--- src/rtl/alu_restoring_divider.sv ---
`default_nettype none
// ============================================================================
//  Module   : alu_restoring_divider
//  Purpose  : Sequential restoring divider for the integer ALU. It handles one
//             quotient bit per cycle and uses a start/busy/done handshake.
//  Option   : ALU_DIV_SIGNED_EN - treat operands as two's-complement
//             (quotient truncates toward zero)
//  Revision : 1.0 - initial release
// ============================================================================
module alu_restoring_divider #(
  parameter int WIDTH = 4
) (
  input  logic             clk,
  input  logic             rst_n,
  input  logic             start,
  input  logic [WIDTH-1:0] dividend,
  input  logic [WIDTH-1:0] divisor,
  output logic             busy,
  output logic             done,
  output logic [WIDTH-1:0] quotient,
  output logic [WIDTH-1:0] remainder,
  output logic             div_by_zero
);

  localparam int CW = $clog2(WIDTH + 1);

  typedef enum logic [1:0] {
    S_IDLE = 2'd0,
    S_RUN  = 2'd1,
    S_DONE = 2'd2
  } state_t;

  state_t           r_state;
  logic [WIDTH-1:0] r_rem;      // partial remainder; always < divisor, so the top bit of the WIDTH+1 value is implicit zero
  logic [WIDTH-1:0] r_q;        // dividend bits shift out and quotient bits shift in
  logic [WIDTH-1:0] r_div;      // captured divisor (magnitude in signed builds)
  logic [CW-1:0]    r_cnt;
  logic             r_busy;
  logic             r_done;
  logic [WIDTH-1:0] r_quot;
  logic [WIDTH-1:0] r_remo;
  logic             r_dbz;

  logic [WIDTH-1:0] w_dvd_mag;
  logic [WIDTH-1:0] w_dvs_mag;
  logic [WIDTH:0]   w_rshift;
  logic [WIDTH:0]   w_diff;
  logic             w_borrow;
  logic [WIDTH-1:0] w_rnext;
  logic [WIDTH-1:0] w_qnext;
  logic [WIDTH-1:0] w_q_final;
  logic [WIDTH-1:0] w_r_final;

  // One restoring step: shift in the next dividend bit, then do a trial subtraction.
  assign w_rshift = {r_rem, r_q[WIDTH-1]};
  assign w_diff   = w_rshift - {1'b0, r_div};
  assign w_borrow = w_diff[WIDTH];
  assign w_rnext  = w_borrow ? w_rshift[WIDTH-1:0] : w_diff[WIDTH-1:0];
  assign w_qnext  = {r_q[WIDTH-2:0], ~w_borrow};

`ifdef ALU_DIV_SIGNED_EN
  logic r_neg_q;
  logic r_neg_r;
  logic w_dvd_neg;
  logic w_dvs_neg;

  // Run the core on magnitudes, then fix the signs at the end.
  // For most-negative / -1, the quotient magnitude wraps to the most-negative value.
  assign w_dvd_neg = dividend[WIDTH-1];
  assign w_dvs_neg = divisor[WIDTH-1];
  assign w_dvd_mag = w_dvd_neg ? (~dividend + WIDTH'(1)) : dividend;
  assign w_dvs_mag = w_dvs_neg ? (~divisor + WIDTH'(1)) : divisor;
  assign w_q_final = r_neg_q ? (~w_qnext + WIDTH'(1)) : w_qnext;
  assign w_r_final = r_neg_r ? (~w_rnext + WIDTH'(1)) : w_rnext;

  // The sign flags are captured together with the operands.
  always_ff @(posedge clk) begin
    if (!rst_n) begin
      r_neg_q <= 1'b0;
      r_neg_r <= 1'b0;
    end else if (r_state == S_IDLE && start && divisor != '0) begin
      r_neg_q <= w_dvd_neg ^ w_dvs_neg;
      r_neg_r <= w_dvd_neg;
    end
  end
`else
  assign w_dvd_mag = dividend;
  assign w_dvs_mag = divisor;
  assign w_q_final = w_qnext;
  assign w_r_final = w_rnext;
`endif

  // Control FSM and datapath. Results load on the edge that enters DONE.
  always_ff @(posedge clk) begin
    if (!rst_n) begin
      r_state <= S_IDLE;
      r_rem   <= '0;
      r_q     <= '0;
      r_div   <= '0;
      r_cnt   <= '0;
      r_busy  <= 1'b0;
      r_done  <= 1'b0;
      r_quot  <= '0;
      r_remo  <= '0;
      r_dbz   <= 1'b0;
    end else begin
      case (r_state)
        S_IDLE: begin
          r_done <= 1'b0;
          if (start) begin
            if (divisor == '0) begin
              r_state <= S_DONE;
              r_done  <= 1'b1;
              r_quot  <= '1;
              r_remo  <= dividend;
              r_dbz   <= 1'b1;
            end else begin
              r_state <= S_RUN;
              r_busy  <= 1'b1;
              r_rem   <= '0;
              r_q     <= w_dvd_mag;
              r_div   <= w_dvs_mag;
              r_cnt   <= CW'(WIDTH);
            end
          end
        end
        S_RUN: begin
          r_rem <= w_rnext;
          r_q   <= w_qnext;
          r_cnt <= r_cnt - CW'(1);
          if (r_cnt == CW'(1)) begin
            r_state <= S_DONE;
            r_busy  <= 1'b0;
            r_done  <= 1'b1;
            r_quot  <= w_q_final;
            r_remo  <= w_r_final;
            r_dbz   <= 1'b0;
          end
        end
        S_DONE: begin
          r_done  <= 1'b0;
          r_state <= S_IDLE;
        end
        default: begin
          r_state <= S_IDLE;
          r_busy  <= 1'b0;
          r_done  <= 1'b0;
        end
      endcase
    end
  end

  assign busy        = r_busy;
  assign done        = r_done;
  assign quotient    = r_quot;
  assign remainder   = r_remo;
  assign div_by_zero = r_dbz;

endmodule
`default_nettype wire

--- config.mk ---
export PLATFORM = sky130hd
export DESIGN_NAME = alu_restoring_divider
export DESIGN_NICKNAME = d
export VERILOG_FILES = /design/src/rtl/alu_restoring_divider.sv
export SDC_FILE = /design/constraint.sdc
export NUM_CORES = 1
export LEC_CHECK = 0
export ABC_CLOCK_PERIOD_IN_PS = 4100
export BUFFER_PORTS_ARGS = -buffer_cell sky130_fd_sc_hd__buf_2
export CORE_MARGIN = 5
export CORE_UTILIZATION = 50
export CTS_CLUSTER_DIAMETER = 120
export CTS_CLUSTER_SIZE = 28
export DETAILED_ROUTE_END_ITERATION = 6
export GPL_ROUTABILITY_DRIVEN = 0
export PLACE_DENSITY_LB_ADDON = 0.3
export SLEW_MARGIN = 20
export SYNTH_ARGS = -nofsm -noshare
export SYNTH_HDL_FRONTEND = slang
export SYNTH_SLANG_ARGS = --single-unit
--- constraint.sdc ---
create_clock -name clk -period 4.1 [get_ports clk]
set_input_delay 0.82 -clock clk [delete_from_list [all_inputs] [get_ports clk]]
set_output_delay 0.82 -clock clk [all_outputs]
set_load 0.1 [all_outputs]
Yosys cells after proc, flatten, opt, wreduce, memory -nomap -nowiden
Cells that the tools add are included.
- bits in latches: 0
- ROM bits: 0
- output and inout port bits: 11
- register bits: 28
- memories: 0
- bits in writable memories: 0
- equality and inequality tests: 7
- bitwise gates (word level): 3
- reduce and logical (&&, ||, !) cells: 8
- add/sub/neg operators: 2
- divide/modulo/power cells: 0
- muxes and demuxes: 33
- shifts and indexed selects: 0
- magnitude comparators: 0
- multiply operators: 0
- operator list (kind ; number):
    4-bit 2-to-1 mux ; 11
    4-bit one-hot mux with 2 select lines ; 4
    1-bit 2-to-1 mux ; 8
    2-bit != test, second input constant ; 4
    4-bit AND reduction ; 2
    2-bit 2-to-1 mux ; 3
    3-bit 2-to-1 mux ; 2
    3-bit one-hot mux with 2 select lines ; 1
    3-bit AND reduction ; 2
    5-bit by 4-bit subtractor with 5-bit output ; 1
    4-bit logical NOT ; 1
    1-bit one-hot mux with 2 select lines ; 2
    2-bit one-hot mux with 2 select lines ; 1
    3-bit by 1-bit == test with 1-bit output, second input constant ; 1
    1-bit inverter ; 3
    1-bit one-hot mux with 3 select lines ; 1
    3-bit by 1-bit subtractor with 3-bit output, second input constant ; 1
    2-bit by 1-bit == test with 1-bit output, second input constant ; 1
    2-bit == test, second input constant ; 1
    2-bit logical NOT ; 1
    2-bit AND reduction ; 1
    2-bit nonzero test ; 1

Logic depth before layout (Yosys ltp)
Gate-level depths: netlist of run 1.
- depth in word-level cells: 4
- depth in mapped cells: 8
- mapped depth without buffers: 8

Least setup slack after synthesis of run 1
OpenSTA, ideal clock, no wires.
- path kind: reg2reg
- start: register r_q[3]
- end: register r_remo[2] (netlist: remainder[2])
- setup slack: 2.064 ns
- period minus slack after synthesis: 2.036 ns
- setup time: 0.074 ns
- arrival: 1.961 ns
- buffers on the path: 0
- cell stages (with the launch flop): 9
- data required time: 4.026 ns
- cells stage by stage: dfxtp_1 -> inv_1 -> ha_1 -> fa_1 -> nand2b_1 -> a21oi_2 -> xnor2_1 -> mux2_2 -> a31oi_1
- cells in the longest elaborated chain, start to end: 4
- RTL lines (element ; line ; source):
    from (decl) ; 35 ; logic [WIDTH-1:0] r_q;
    from (signal assigned) ; 121 ; r_q <= w_dvd_mag;
    from (signal assigned) ; 129 ; r_q <= w_qnext;
    5-bit by 4-bit subtractor with 5-bit output ; 56 ; assign w_diff = w_rshift - {1'b0, r_div};
    4-bit 2-to-1 mux ; 58 ; assign w_rnext = w_borrow ? w_rshift[WIDTH-1:0] : w_diff[WIDTH-1:0];
    4-bit 2-to-1 mux ; 131 ; if (r_cnt == CW'(1)) begin
    4-bit one-hot mux with 2 select lines ; 107 ; case (r_state)
    to (signal assigned) ; 115 ; r_remo <= dividend;
    to (signal assigned) ; 136 ; r_remo <= w_r_final;
    to (decl) ; 41 ; logic [WIDTH-1:0] r_remo;
Every way passes these cells. The select of a mux whose other input is x is not followed.
A chain may end at the register's enable or synchronous reset.

Final worst setup path of run 1
- start: register r_q[3]
- end: register r_remo[1] (netlist: remainder[1])
Same word-level chain as after synthesis.

==> tab_implementation.tex, run 1 <==
\begin{tabular}{lr}
\hline
Metric & Value \\
\hline
\multicolumn{2}{l}{\textbf{Timing}} \\
Fmax achieved & 425 MHz \\
Final-report max-slew violation count & 0 \\
Final hold violation count & 0 \\
Setup TNS Final & 0 ns \\
Least-Margin Pin Slew & 0.734 ns \\
Tightest slew margin relative to the limit & 0.511 \\
Count of final setup violators & 0 \\
Final Cycle Share & 0.574 \\
Min cycle time layout & 2.35 ns \\
Maximum clock skew at final layout & 0.00879 ns \\
Setup repair after global routing missed its margin & false \\
\multicolumn{2}{l}{\textbf{Place}} \\
Cell count after placement & 196 \\
Number of input and output port buffers inserted & 21 \\
HPWL after detailed placement & 2200 um \\
\multicolumn{2}{l}{\textbf{Layout}} \\
Ratio of cells with drive above 1 in the final layout & 0.214 \\
Highest-count cells in the layout ignoring fill and taps & 28 x sky130\_fd\_sc\_hd\_\_dfxtp\_1, 26 x sky130\_fd\_sc\_hd\_\_nor2\_1, 21 x sky130\_fd\_sc\_hd\_\_buf\_2 \\
Leading cell type in the layout, fill and taps excluded & sky130\_fd\_sc\_hd\_\_dfxtp\_1 \\
Nets & 188 \\
Number of cells in the finished layout apart from fillers & 199 \\
Sequential cell area & 561 sq um \\
Diode insertion count for antenna repair & 0 \\
Share of the core filled with cells in the final layout & 0.555 \\
Multi-input combinational cell area & 744 sq um \\
Fillers & 255 \\
Layout overhead on the synthesized area & 8.38\% \\
\multicolumn{2}{l}{\textbf{Clocking}} \\
CTS tree & yes \\
Post-CTS setup buffers & 0 \\
Post-CTS Hold Fix Bufs & 0 \\
Root Buffer Master & sky130\_fd\_sc\_hd\_\_clkbuf\_4 \\
PostCTS Resize Cnt & 0 \\
Clock transition time at the flip-flop clock pins of the worst setup and hold paths & 0.15 ns \\
Clock sink total & 28 \\
CTS H-tree depth & 1 \\
Num CTS Buffers & 3 \\
Clock latency on the worst-skew pair & 0.33 ns \\
Number of buffers on the longest clock path & 2 \\
\multicolumn{2}{l}{\textbf{Floorplanning}} \\
Die Area & 3930 sq um \\
Core Region & 2710 sq um \\
Starting density of the core & 0.512 \\
Number of placement rows & 19 \\
Number of top-level design ports & 22 \\
Chip Height & 62.7 um \\
Width of the die & 62.7 um \\
\multicolumn{2}{l}{\textbf{Global routing}} \\
Wire length of the first global-routing pass & 5030 um \\
Overall global routing resource usage & 0.154 \\
Antenna violations before repair & 0 \\
Sum of overflow across all layers after global routing & 0 \\
Largest net degree at the start of global routing & 21 \\
Via count of the first global-routing pass & 1122 \\
\multicolumn{2}{l}{\textbf{Job}} \\
\# Max-Cap Violations & 0 \\
\multicolumn{2}{l}{\textbf{Status}} \\
Status & finished clean \\
\multicolumn{2}{l}{\textbf{Yosys}} \\
Cell type with the largest total area after synthesis & sky130\_fd\_sc\_hd\_\_dfxtp\_1 \\
Main area contributors after synthesis & sky130\_fd\_sc\_hd\_\_dfxtp\_1 40\%, sky130\_fd\_sc\_hd\_\_nor2\_1 7.0\%, sky130\_fd\_sc\_hd\_\_mux2i\_1 6.5\% \\
Portion of the post-synthesis area used by sequential elements & 0.404 \\
Post-synthesis cell area & 1390 sq um \\
Number of enable flip-flop cells after synthesis & 0 \\
Synth Area per Inst & 9.20 sq um \\
Gate Count Post-Synth & 151 \\
Top cell type's share of synthesized area & 0.404 \\
Primary FF master, synth & sky130\_fd\_sc\_hd\_\_dfxtp\_1 \\
Syn\_nets & 169 \\
Synthesis-stage register bit count & 28 \\
Share of async-settable or async-resettable flops after synthesis & 0 \\
Unique cell type count in the Yosys netlist & 40 \\
Yosys synthesis warning count & 0 \\
\multicolumn{2}{l}{\textbf{Detailed routing}} \\
Average routed wire per standard cell & 14.5 um \\
Initial drt markers & 28 \\
Post-detailed-route DRC marker count & 0 \\
Total via count in the routed design & 1101 \\
Antenna-violating nets left & 0 \\
Total wire length & 2890 um \\
Mean number of vias per cell & 5.53 \\
First-pass DRT Iterations & 4 \\
\multicolumn{2}{l}{\textbf{Critical path}} \\
R2R Path Start & r\_q[3] \\
Path type of the worst setup path & reg -> reg \\
Depth of the most critical reg-to-reg path & 8 \\
Critical path capture point type & flip-flop \\
Kind of start point of the critical path & flip-flop \\
Required time of the critical path & 4.31 ns \\
Crit path DAT & 2.57 ns \\
Largest fanout on the critical path & 3 \\
Capturing point of the worst reg2reg path & remainder[1] \\
Internal reg-to-reg setup slack & 1.75 ns \\
\multicolumn{2}{l}{\textbf{Power}} \\
Share of total power in sequential cells & 0.521 \\
Combinational share of power & 0.289 \\
Leakage power & 0.644 nW \\
Maximum VDD drop & 0.245 mV \\
Net switching fraction of the power & 0.352 \\
Net Switching & 209 uW \\
PD cells & 394 nW/um\^{}2 \\
Cell-internal power & 384 uW \\
Clock power frac & 0.190 \\
\multicolumn{2}{l}{\textbf{Worst hold path}} \\
Hold Path Stages & 2 \\
Worst Hold Class & reg -> reg \\
Endpoint of the worst hold path & r\_rem[0] \\
Start point of the worst min-delay path & r\_rem[0] \\
\hline
\end{tabular}
cells in the mapped netlist, types with 2 or more instances:
cell                       number
sky130_fd_sc_hd__a211oi_1       3
sky130_fd_sc_hd__a21oi_1        7
sky130_fd_sc_hd__a31oi_1        5
sky130_fd_sc_hd__buf_4          2
sky130_fd_sc_hd__buf_6          2
sky130_fd_sc_hd__clkbuf_1       2
sky130_fd_sc_hd__dfxtp_1       28
sky130_fd_sc_hd__ha_1           6
sky130_fd_sc_hd__inv_1          8
sky130_fd_sc_hd__mux2_2         2
sky130_fd_sc_hd__mux2i_1        9
sky130_fd_sc_hd__nand2_1       11
sky130_fd_sc_hd__nand2b_1       4
sky130_fd_sc_hd__nand3_1        2
sky130_fd_sc_hd__nor2_1        26
sky130_fd_sc_hd__nor2b_1        3
sky130_fd_sc_hd__o21ai_0        2
sky130_fd_sc_hd__o21ai_1        4
sky130_fd_sc_hd__o221a_2        3
sky130_fd_sc_hd__xnor2_1        2
cell families after synthesis:
group / count (synthesis) / share of synthesized area
AOI/OAI and AO/OA: 34 / 0.177
xor gates and xnor gates: 3 / 0.0189
adders and majority gates: 7 / 0.0685
buffers and inverters: 16 / 0.0604
DFF: 28 / 0.404
muxes: 11 / 0.0811
and+or+nand+nor: 52 / 0.190
per-layer routing:
layer,global-route usage,up-vias,wire length (um)
li1,-,561,-
met1,0.198,516,1340
met2,0.255,20,1380
met3,0.0252,4,129
met4,0.0584,0,37
met5,0,-,0
power by group through the flow:
| stage | clock (mW) | combinational [mW] | sequential [mW] |
|---|---|---|---|
| 6_report | 0.112 | 0.172 | 0.309 |
| 5_1_grt | 0.126 | 0.187 | 0.313 |
| 4_1_cts | 0.114 | 0.172 | 0.309 |
| 3_5_place_dp | 0 | 0.171 | 0.315 |
| 3_3_place_gp | 0 | 0.167 | 0.314 |
| 2_1_floorplan | 0 | 0.101 | 0.353 |
cell type report:
class / instances / share of cell area
inverter: 9 / 0.0224
sequential: 28 / 0.372
tap: 31 / 0.0258
multi-input combinational: 107 / 0.495
clock buffer: 3 / 0.0150
timing repair buffer: 21 / 0.0698
critical path, stage by stage (launching register included):
cell	delay, ns
sky130_fd_sc_hd__dfxtp_1	0.35
sky130_fd_sc_hd__inv_1	0.06
sky130_fd_sc_hd__ha_1	0.23
sky130_fd_sc_hd__fa_1	0.39
sky130_fd_sc_hd__nand2b_1	0.19
sky130_fd_sc_hd__a21oi_2	0.18
sky130_fd_sc_hd__xor2_1	0.32
sky130_fd_sc_hd__mux2i_1	0.39
sky130_fd_sc_hd__a31oi_1	0.13
registers in the layout, indices dropped and copies added, names as in the netlist:
register and cells:
done 1, r_cnt 3, busy 1, r_rem 4, r_q 4, remainder 4, r_state 2, r_div 4
quotient 4, div_by_zero 1
how the worst max path moves through the flow:
| stage | startpoint | end | cells past startpoint | slack (ns) |
|---|---|---|---|---|
| floorplan | r_q[3] | remainder[2] | 8 | 2.06 |
| global placement | divisor[1] | r_div[2] | 6 | 1.78 |
| detailed placement | divisor[1] | r_div[1] | 6 | 1.62 |
| CTS | r_q[3] | remainder[1] | 8 | 1.77 |
| global route | r_q[3] | remainder[1] | 8 | 1.58 |
| finish | r_q[3] | remainder[1] | 8 | 1.75 |
metrics by stage:
stage | hold WS, ns | power [mW] | setup slack [ns] | cell area (sq um)
finish | 0.496 | 0.593 | 1.75 | 1510
global route | 0.526 | 0.626 | 1.58 | 1510
CTS | 0.499 | 0.595 | 1.77 | 1510
detailed placement | 0.481 | 0.486 | 1.62 | 1480
global placement | 0.463 | 0.481 | 1.78 | 1480
floorplan | 0.454 | 0.455 | 2.06 | 1390
(Power assumes the default switching activity.)
==> run 2, diff against run 1 <==
ABC_CLOCK_PERIOD_IN_PS = 2200   (was 4100)
clock period = 2.2 ns   (was 4.1 ns; I/O delays follow)
==> run 2 against run 1 <==
Compared with the run above: wire length down 0.31%; clock skew down 0.0020 ns; first-iteration DRC count increased by 32%; sequential power is 87% higher; fmax is 11% higher; total power grew 100%; critical path depth is the same; cell area grew 5.7%; global-route usage shrank 0.71 points; worst hold slack worse by 0.12 ns.
==> tab_implementation.tex, run 2 (synthesis gave the netlist of run 1 again) <==
\begin{tabular}{lr}
\hline
Metric & Value \\
\hline
\multicolumn{2}{l}{\textbf{Floorplanning}} \\
Core Region & 2710 sq um (unchanged) \\
Starting density of the core & 0.512 (unchanged) \\
Chip Height & 62.7 um (unchanged) \\
Number of top-level design ports & 22 (unchanged) \\
Number of placement rows & 19 (unchanged) \\
Die Area & 3930 sq um (unchanged) \\
Width of the die & 62.7 um (unchanged) \\
\multicolumn{2}{l}{\textbf{Detailed routing}} \\
Initial drt markers & 37 (+32\%) \\
Total via count in the routed design & 1131 (+2.7\%) \\
Mean number of vias per cell & 5.52 (-0.28\%) \\
Total wire length & 2880 um (-0.31\%) \\
Average routed wire per standard cell & 14.0 um (-3.2\%) \\
First-pass DRT Iterations & 4 (unchanged) \\
Post-detailed-route DRC marker count & 0 (unchanged) \\
Antenna-violating nets left & 0 (unchanged) \\
\multicolumn{2}{l}{\textbf{Critical path}} \\
R2R Path Start & r\_q[3] \\
Depth of the most critical reg-to-reg path & 8 (unchanged) \\
Dominant delay contributor by cell family on the critical path & adder cells \\
Crit path DAT & 2.33 ns (-0.24 ns) \\
Critical-path cell list & inv\_1 -> ha\_1 -> fa\_1 -> nand2b\_4 -> a21oi\_4 -> xor2\_2 -> mux2i\_1 -> a31oi\_1 \\
Stages on worst setup path & 8 (unchanged) \\
Required time of the critical path & 2.42 ns (-1.89 ns) \\
Max stage delay on crit path & 0.39 ns (about the same) \\
Slowest stage cell on the critical path & sky130\_fd\_sc\_hd\_\_fa\_1 \\
Buffers plus inverters on the worst setup path & 1 (unchanged) \\
Capturing point of the worst reg2reg path & remainder[0] \\
Internal reg-to-reg setup slack & 0.09 ns (-1.66 ns) \\
Critical path capture point type & flip-flop \\
Largest fanout on the critical path & 3 (unchanged) \\
Kind of start point of the critical path & flip-flop \\
Path type of the worst setup path & reg -> reg \\
\multicolumn{2}{l}{\textbf{Global routing}} \\
Via count of the first global-routing pass & 1139 (+1.5\%) \\
Met2 Resource Use GR & 0.246 (-0.00907) \\
Largest net degree at the start of global routing & 18 (-14\%) \\
Grt met3 use & 0.0270 (+0.00180) \\
Top Usage Layer GRT & met2 \\
Met1 layer usage reported by global route & 0.182 (-0.0155) \\
Overall global routing resource usage & 0.146 (-0.00708) \\
Sum of overflow across all layers after global routing & 0 (unchanged) \\
Wire length of the first global-routing pass & 4840 um (-3.7\%) \\
Antenna violations before repair & 0 (unchanged) \\
\multicolumn{2}{l}{\textbf{Layout}} \\
Highest-count cells in the layout ignoring fill and taps & 27 x sky130\_fd\_sc\_hd\_\_dfxtp\_1, 26 x sky130\_fd\_sc\_hd\_\_nor2\_1, 21 x sky130\_fd\_sc\_hd\_\_buf\_2 \\
Multi-input combinational cell area & 778 sq um (+4.5\%) \\
Ratio of cells with drive above 1 in the final layout & 0.264 (+0.0501) \\
Post-route standard cell area excluding fillers & 1590 sq um (+5.7\%) \\
Fillers & 259 (+1.6\%) \\
Layout overhead on the synthesized area & 14.6\% \\
Share of the core filled with cells in the final layout & 0.587 (+0.0319) \\
Nets & 193 (+2.7\%) \\
Sequential cell area & 562 sq um (+0.22\%) \\
Diode insertion count for antenna repair & 0 (unchanged) \\
Leading cell type in the layout, fill and taps excluded & sky130\_fd\_sc\_hd\_\_dfxtp\_1 \\
\multicolumn{2}{l}{\textbf{Timing}} \\
Count of final setup violators & 0 (unchanged) \\
Tightest slew margin relative to the limit & 0.600 (+0.0890) \\
Min cycle time layout & 2.11 ns (-0.238 ns) \\
Least-Margin Pin Slew & 0.599 ns (-0.135 ns) \\
Fmax achieved & 473 MHz (+11\%) \\
Final hold slack & 0.378 ns (-0.118 ns) \\
Final-report max-slew violation count & 0 (unchanged) \\
Setup repair after global routing missed its margin & false \\
Final Cycle Share & 0.961 (+0.387) \\
Setup TNS Final & 0 ns (unchanged) \\
Maximum clock skew at final layout & 0.00683 ns (-0.00196 ns) \\
Final hold violation count & 0 (unchanged) \\
\multicolumn{2}{l}{\textbf{Job}} \\
\# Max-Cap Violations & 0 (unchanged) \\
\multicolumn{2}{l}{\textbf{Power}} \\
PD cells & 748 nW/um\^{}2 (+90\%) \\
Leakage power & 0.692 nW (+7.4\%) \\
Maximum VDD drop & 0.458 mV (+87\%) \\
\multicolumn{2}{l}{\textbf{Clocking}} \\
Clock latency on the worst-skew pair & 0.33 ns (about the same) \\
CTS H-tree depth & 1 (unchanged) \\
CTS tree & yes \\
Clock transition time at the flip-flop clock pins of the worst setup and hold paths & 0.15 ns (about the same) \\
Post-CTS Hold Fix Bufs & 0 (unchanged) \\
Root Buffer Master & sky130\_fd\_sc\_hd\_\_clkbuf\_4 \\
Num CTS Buffers & 3 (unchanged) \\
Number of buffers on the longest clock path & 2 (unchanged) \\
Clock sink total & 28 (unchanged) \\
\multicolumn{2}{l}{\textbf{Worst hold path}} \\
Hold Path Stages & 3 (+1) \\
Start point of the worst min-delay path & dividend[0] \\
Endpoint of the worst hold path & remainder[0] \\
Worst Hold Class & in -> reg \\
\multicolumn{2}{l}{\textbf{Place}} \\
HPWL after detailed placement & 2150 um (-2.3\%) \\
Number of input and output port buffers inserted & 21 (unchanged) \\
Post-Place Cell Area & 1520 sq um (+2.5\%) \\
\multicolumn{2}{l}{\textbf{Status}} \\
Status & finished clean \\
\hline
\end{tabular}
==> run 2: cell types whose count changed in the layout (fill, tap and decap cells not counted), sizes merged <==
cell    before  now
buf         21   26
clkbuf       3    4
==> run 2: report_power, final <==
group / internal, mW / switching, mW
combinational: 0.134 / 0.226
sequential: 0.547 / 0.0308
clock: 0.101 / 0.152
total: 0.782 / 0.408
==> run 2: final cells by class <==
cell class	count	share of cell area
clock buffers	4	0.0228
multi-input cells	107	0.489
inverters	9	0.0212
well taps	31	0.0244
repair buffers	26	0.0896
flip-flops and latches	28	0.353
==> run 2: how the worst max path moves through the flow <==
| stage | start | endpoint | slack, ns |
|---|---|---|---|
| global route | r_q[3] | remainder[1] | 0.001 |
| floorplan | r_q[3] | remainder[2] | 0.16 |
| detailed placement | r_q[3] | remainder[0] | 0.03 |
| finish | r_q[3] | remainder[0] | 0.09 |
| CTS | r_q[3] | remainder[0] | 0.02 |
| global placement | r_q[3] | remainder[0] | 0.10 |
==> run 2: worst reg2reg max path, delay by kind of cell (launching register included) <==
| family | cells | cell delay [ns] |
|---|---|---|
| xor+xnor | 1 | 0.24 |
| simple gates | 1 | 0.17 |
| fa+ha+maj | 2 | 0.60 |
| flops | 1 | 0.35 |
| mux | 1 | 0.27 |
| buf+inv | 1 | 0.05 |
| compound gates | 2 | 0.32 |
==> run 2: repair_timing <==
| action | 4_1_cts | 5_1_grt |
|---|---|---|
| buffers inserted | 0 | 0 |
| endpoints found under the setup margin | 0 | 8 |
| gates resized for setup | 0 | 6 |
==> run 2: layer usage <==
layer / part of all wire / routed length (um)
met4: 0.017 / 50
met3: 0.048 / 137
met1: 0.45 / 1300
met2: 0.49 / 1400
met5: 0 / 0
==> run 2: metrics by stage <==
stage | std cells | setup WS, ns | power [mW]
finish | 205 | 0.0862 | 1.19
global route | 205 | 0.00135 | 1.25
CTS | 205 | 0.0170 | 1.17
detailed placement | 201 | 0.0306 | 0.921
global placement | 201 | 0.102 | 0.912
floorplan | 151 | 0.164 | 0.847
